<file path="src/rtl/mdu_seq.sv">
// rtl/mdu_seq.sv - radix-2 iterative RV64M multiply/divide sequencer
// Define MDU_FAST_MUL_EN for single-cycle MUL/MULW; DIV/REM remain iterative.
module mdu_seq #(
    parameter int XLEN = 64
) (
    input  logic            clk,
    input  logic            rst_n,
    input  logic            in_valid,
    output logic            in_ready,
    input  logic [1:0]      mdu_op,
    input  logic            is_unsigned,
    input  logic            isTuncate,
    input  logic [XLEN-1:0] src1,
    input  logic [XLEN-1:0] src2,
    input  logic            flush,
    output logic            out_valid,
    input  logic            out_ready,
    output logic [XLEN-1:0] result,
    output logic            busy
);

    typedef enum logic [1:0] {S_IDLE, S_CALC, S_DONE} state_t;

    state_t          state_q, state_d;
    logic [5:0]      cnt_q, cnt_d;
    logic [XLEN-1:0] a_q, a_d;        // multiplier, or dividend shifting out / quotient shifting in
    logic [XLEN-1:0] b_q, b_d;        // multiplicand or divisor magnitude
    logic [XLEN-1:0] acc_q, acc_d;    // product accumulator or partial remainder
    logic [XLEN-1:0] result_q, result_d;
    logic            out_valid_q;
    logic            mul_q, mul_d;
    logic            rem_q, rem_d;
    logic            word_q, word_d;
    logic            negq_q, negq_d;
    logic            negr_q, negr_d;

    function automatic logic [XLEN-1:0] sext_w(input logic [31:0] x);
        return {{(XLEN-32){x[31]}}, x};
    endfunction

    logic            accept, in_mul, in_rem, sign1, sign2, div_zero, ovf, go_done;
    logic [31:0]     lo1, lo2, mag1_w, mag2_w;
    logic [XLEN-1:0] mag1_f, mag2_f, dividend_adj, special_res;

    assign accept   = in_valid && !flush && (state_q == S_IDLE);
    assign in_mul   = (mdu_op == 2'b00) || (mdu_op == 2'b11);
    assign in_rem   = (mdu_op == 2'b10);
    assign lo1      = src1[31:0];
    assign lo2      = src2[31:0];
    assign sign1    = !is_unsigned && (isTuncate ? src1[31] : src1[XLEN-1]);
    assign sign2    = !is_unsigned && (isTuncate ? src2[31] : src2[XLEN-1]);
    assign mag1_w   = sign1 ? (~lo1 + 32'd1) : lo1;
    assign mag2_w   = sign2 ? (~lo2 + 32'd1) : lo2;
    assign mag1_f   = sign1 ? (~src1 + XLEN'(1)) : src1;
    assign mag2_f   = sign2 ? (~src2 + XLEN'(1)) : src2;
    assign div_zero = isTuncate ? (lo2 == 32'd0) : (src2 == '0);
    assign ovf      = !is_unsigned && (isTuncate
                      ? (lo1 == 32'h8000_0000 && lo2 == 32'hFFFF_FFFF)
                      : (src1 == {1'b1, {(XLEN-1){1'b0}}} && src2 == '1));
    assign dividend_adj = isTuncate ? sext_w(lo1) : src1;

`ifdef MDU_FAST_MUL_EN
    logic [XLEN-1:0] prod;
    assign prod    = src1 * src2;
    assign go_done = in_mul || div_zero || ovf;
    always_comb begin
        special_res = '0;
        if (in_mul)
            special_res = isTuncate ? sext_w(prod[31:0]) : prod;
        else if (div_zero)
            special_res = in_rem ? dividend_adj : '1;
        else
            special_res = in_rem ? '0 : dividend_adj;
    end
`else
    assign go_done = !in_mul && (div_zero || ovf);
    always_comb begin
        special_res = '0;
        if (div_zero)
            special_res = in_rem ? dividend_adj : '1;
        else
            special_res = in_rem ? '0 : dividend_adj;
    end
`endif

    // One radix-2 step of whichever engine is active.
    logic [XLEN:0]   shifted;
    logic            ge;
    logic [XLEN-1:0] it_a, it_b, it_acc, q_s, r_s, pre, fin;

    assign shifted = {acc_q, a_q[XLEN-1]};
    assign ge      = shifted >= {1'b0, b_q};

    always_comb begin
        it_a   = a_q;
        it_b   = b_q;
        it_acc = acc_q;
        if (mul_q) begin
            it_acc = a_q[0] ? (acc_q + b_q) : acc_q;
            it_b   = b_q << 1;
            it_a   = a_q >> 1;
        end else begin
            it_acc = ge ? (shifted[XLEN-1:0] - b_q) : shifted[XLEN-1:0];
            it_a   = {a_q[XLEN-2:0], ge};
        end
    end

    assign q_s = negq_q ? (~it_a + XLEN'(1)) : it_a;
    assign r_s = negr_q ? (~it_acc + XLEN'(1)) : it_acc;
    assign pre = mul_q ? it_acc : (rem_q ? r_s : q_s);
    assign fin = word_q ? sext_w(pre[31:0]) : pre;

    always_comb begin
        state_d  = state_q;
        cnt_d    = cnt_q;
        a_d      = a_q;
        b_d      = b_q;
        acc_d    = acc_q;
        result_d = result_q;
        mul_d    = mul_q;
        rem_d    = rem_q;
        word_d   = word_q;
        negq_d   = negq_q;
        negr_d   = negr_q;
        case (state_q)
            S_IDLE: begin
                if (accept) begin
                    mul_d  = in_mul;
                    rem_d  = in_rem;
                    word_d = isTuncate;
                    negq_d = sign1 ^ sign2;
                    negr_d = sign1;
                    cnt_d  = isTuncate ? 6'd31 : 6'd63;
                    acc_d  = '0;
                    if (in_mul) begin
                        a_d = src2;
                        b_d = src1;
                    end else begin
                        a_d = isTuncate ? {mag1_w, {(XLEN-32){1'b0}}} : mag1_f;
                        b_d = isTuncate ? {{(XLEN-32){1'b0}}, mag2_w} : mag2_f;
                    end
                    if (go_done) begin
                        state_d  = S_DONE;
                        result_d = special_res;
                    end else begin
                        state_d  = S_CALC;
                    end
                end
            end
            S_CALC: begin
                a_d   = it_a;
                b_d   = it_b;
                acc_d = it_acc;
                if (cnt_q == 6'd0) begin
                    state_d  = S_DONE;
                    result_d = fin;
                end else begin
                    cnt_d = cnt_q - 6'd1;
                end
            end
            S_DONE: begin
                if (out_ready)
                    state_d = S_IDLE;
            end
            default: state_d = S_IDLE;
        endcase
        if (flush) begin
            state_d  = S_IDLE;
            result_d = result_q;
        end
    end

    always_ff @(posedge clk or negedge rst_n) begin
        if (!rst_n) begin
            state_q     <= S_IDLE;
            cnt_q       <= '0;
            a_q         <= '0;
            b_q         <= '0;
            acc_q       <= '0;
            result_q    <= '0;
            out_valid_q <= 1'b0;
            mul_q       <= 1'b0;
            rem_q       <= 1'b0;
            word_q      <= 1'b0;
            negq_q      <= 1'b0;
            negr_q      <= 1'b0;
        end else begin
            state_q     <= state_d;
            cnt_q       <= cnt_d;
            a_q         <= a_d;
            b_q         <= b_d;
            acc_q       <= acc_d;
            result_q    <= result_d;
            out_valid_q <= (state_d == S_DONE);
            mul_q       <= mul_d;
            rem_q       <= rem_d;
            word_q      <= word_d;
            negq_q      <= negq_d;
            negr_q      <= negr_d;
        end
    end

    assign in_ready  = (state_q == S_IDLE);
    assign busy      = (state_q != S_IDLE);
    assign out_valid = out_valid_q;
    assign result    = result_q;

endmodule

</file>
<file path="config.mk">
export PLATFORM = sky130hd
export DESIGN_NAME = mdu_seq
export DESIGN_NICKNAME = d
export VERILOG_FILES = /design/src/rtl/mdu_seq.sv
export SDC_FILE = /design/constraint.sdc
export NUM_CORES = 2
export LEC_CHECK = 0
export CAP_MARGIN = 25
export CORE_UTILIZATION = 55
export CTS_CLUSTER_SIZE = 16
export DETAILED_ROUTE_END_ITERATION = 16
export HOLD_SLACK_MARGIN = 0.1
export PLACE_DENSITY_LB_ADDON = 0.15
export SLEW_MARGIN = 10
export SYNTH_ARGS = -nofsm -noshare
export SYNTH_HDL_FRONTEND = slang
export SYNTH_SLANG_ARGS = --single-unit
</file>
<file path="constraint.sdc">
create_clock -name clk -period 7.6 [get_ports clk]
set_clock_uncertainty 0.2 [all_clocks]
set_input_delay 2.28 -clock clk [delete_from_list [all_inputs] [get_ports clk]]
set_output_delay 2.28 -clock clk [all_outputs]
set_load 0.005 [all_outputs]
</file>
==> out/qor.csv <==
metric;value;unit
pwr dens;407;nW/um^2
Clock Tree Buf Depth;3;
Post-synth EDFFs;0;
Async SR Flop Fraction;100;%
fmax;0.144;GHz
post-synthesis sequential area ratio;20.5;%
post-synthesis register bit count;270;
status;complete, no violations;
vias per inst;7.07;
clock sinks;270;
Synth Flop Type;dfrtp_1;
compound-cell area share of the yosys netlist;34.6;%
largest net degree at the start of global routing;175;
flop2flop setup slack;640;ps
Root Driver;clkbuf_16;
Worst-Skew Late Latency;620;ps
hpwl dp;112;mm
largest area contributor in the netlist;dfrtp_1;
proportion of synthesized area in mux cells;3.19;%
final worst slack;644;ps
vias in the first global route;33203;
Cells after Synth;4561;
Synth Area in Adders;6.17;%
final wirelength;146;mm
syn_area_per_cell;7.23;um^2
Cell Area, Synth;33000;um^2
TritonCTS Buffers;31;
Slew headroom;25.2;%
Yosys top cell area share;20.5;%
Setup crit start kind;flop;
most instantiated library cell after synthesis;a21oi_1;
FP Rows;89;
Max Slew Vio Count;0;
setup violators final;0;
Placer Congestion;1.10;
RSZ-0062 raised after global routing;no;
CTS tree;done;
CP Max Fanout;6;
# resized after CTS;0;
library cells used by synthesis;109;
Sum Neg Setup Slack;0;ps
max-cap violation count;0;
DIE HEIGHT;247;um
Synth Area in Simple Gates;22.1;%
leakage;14.2;nW
kind of critical path;reg -> reg;
post-CTS setup buffer count;0;
Worst EP required;7920;ps
clock-pin slew on the worst setup and hold paths;70;ps
grt ovf;0;
Core Area;59100;um^2
largest family of logic cells by synthesized area;compound AO/OA/AOI/OAI gates;
number of buffers added on ports;203;
Die ar.;61000;um^2
DR iter-0 viols;5837;
Initial Util;55.8;%
Place WS;192;ps
syn_nets;4834;
DR vias;37798;
top cells by area, synth;dfrtp_1 (20%), a21oi_1 (7.1%), o21ai_0 (6.5%);
worst slew pin tran;1110;ps
synth cell count leaders;a21oi_1 (468), nand2_1 (458), o21ai_0 (429), nor2_1 (360), dfrtp_1 (270);
nets@finish;4824;
Area Growth Syn to Fin;11.1;%
Post-Layout Cell Count;5349;
Total Power;14.9;mW
initial antenna violation count;1;
DRT antenna net count;0;
IO Pins;204;
Max IR drop VDD;210;uV
Final min period;6960;ps
htree depth;1;
HP Class;reg -> reg;
layout cells sized above 1;6.36;%
Cell Area, Placed;35600;um^2
routed len/inst;27.2;um
first-pass GRT wire length;213;mm
hold-fix buffers at CTS;0;
Global Route Usage Sum;46.2;%
period utilisation layout;91.5;%
Ys Warns;0;
Hold Vio Cnt, Final;0;
final non-filler cell area;36600;um^2
Residual DRC;0;
antenna cell count;0;
Setup crit end kind;flop;
drt pass-1 iters;7;
fillers;5474;
CP arrival;7280;ps
post-synthesis xor/xnor area fraction;7.70;%
Die X;247;um
Cells after DPL;5290;
## power breakdown
group          switching [mW]  total, mW  internal [mW]  leakage [nW]
combinational            7.10       10.8           3.66          10.3
sequential              0.725       2.53           1.80          3.35
clock                   0.688       1.63          0.940         0.524
total                    8.51       14.9           6.40          14.2
## layer usage
| layer | up-vias | part of all wire, % | global-route usage [%] |
|---|---|---|---|
| met5 | - | 0.0069 | 0 |
| met4 | 2 | 3.8 | 14.9 |
| met3 | 263 | 15 | 16.2 |
| met2 | 2575 | 39 | 63.0 |
| met1 | 17860 | 42 | 66.7 |
| li1 | 17098 | - | - |
## final timing paths
kind / endpoint / from / cells after the start
setup / recovery: result[61] / a_q[63] / 19
hold / removal: result[1] / result[1] / 2
setup reg to reg: result[61] / a_q[63] / 19
hold reg to reg: result[1] / result[1] / 2
max in group asynchronous: b_q[56] / rst_n / 2
min in group asynchronous: b_q[0] / rst_n / 1
## placed cells by master (no fill, tap or decap), types with 31 or more instances in the layout
cell               n
xnor2_1          158
a221o_1           38
nor4_1            32
o31ai_1           68
and3_1            39
inv_1            129
nand2_1          458
or3_1             60
nor3_1           120
nand4_1          101
nand3_1          137
buf_4            100
o21ai_0          429
clkdlybuf4s50_1  201
a211oi_1         123
ha_1             133
a21o_1            67
mux2i_1           69
xor2_1           132
dfrtp_1          268
clkbuf_16         31
o211ai_1          94
nor2_1           355
a21oi_1          467
maj3_1            32
o21a_1            42
## worst max-delay path, stage by stage (launching register included)
cell      delay (ps)
dfrtp_1          440
inv_1            330
ha_1             230
inv_1             50
fa_1             440
a211oi_1         430
o211ai_1         180
a21oi_1          440
nor3b_1          240
nor3_1           440
a311o_1          380
o211ai_2         110
a221o_1          430
or4b_1           550
or4b_1           640
or3_4            440
nor2_2           160
mux2_1           340
a31o_1           250
a21oi_1          150
## registers in the layout (all words and copies together), names as in the netlist
name,cells
state_q,2
a_q,64
rem_q,1
result,64
word_q,1
acc_q,64
out_valid,1
negr_q,1
b_q,64
negq_q,1
cnt_q,6
mul_q,1
## metrics by stage
stage          hold slack [ps]  utilization [%]
3_5_place_dp               274             60.1
4_1_cts                    286             61.9
3_3_place_gp               262             60.1
6_report                   283             62.0
2_1_floorplan              263                -
5_1_grt                    302             62.0
## cells by family (layout without fill, tap and decap cells)
kind of cell,after synthesis,in the layout
buffers and inverters,485,500
AO/OA/AOI/OAI,1742,1742
adder cells (fa/ha/maj),168,168
flip-flops,270,270
XOR/XNOR,290,290
multiplexers,101,101
AND/OR/NAND/NOR,1505,1505
## cell type report
cell class,count,area [um^2],share of cell area (%)
multi-input cells,3806,24400,66.6
repair buffers,311,2950,8.05
well taps,773,967,2.64
clock buffers,48,930,2.54
clock inverters,10,139,0.379
flip-flops and latches,270,6760,18.4
inverters,131,492,1.34
Note: power is estimated with default switching activity, not from simulation.
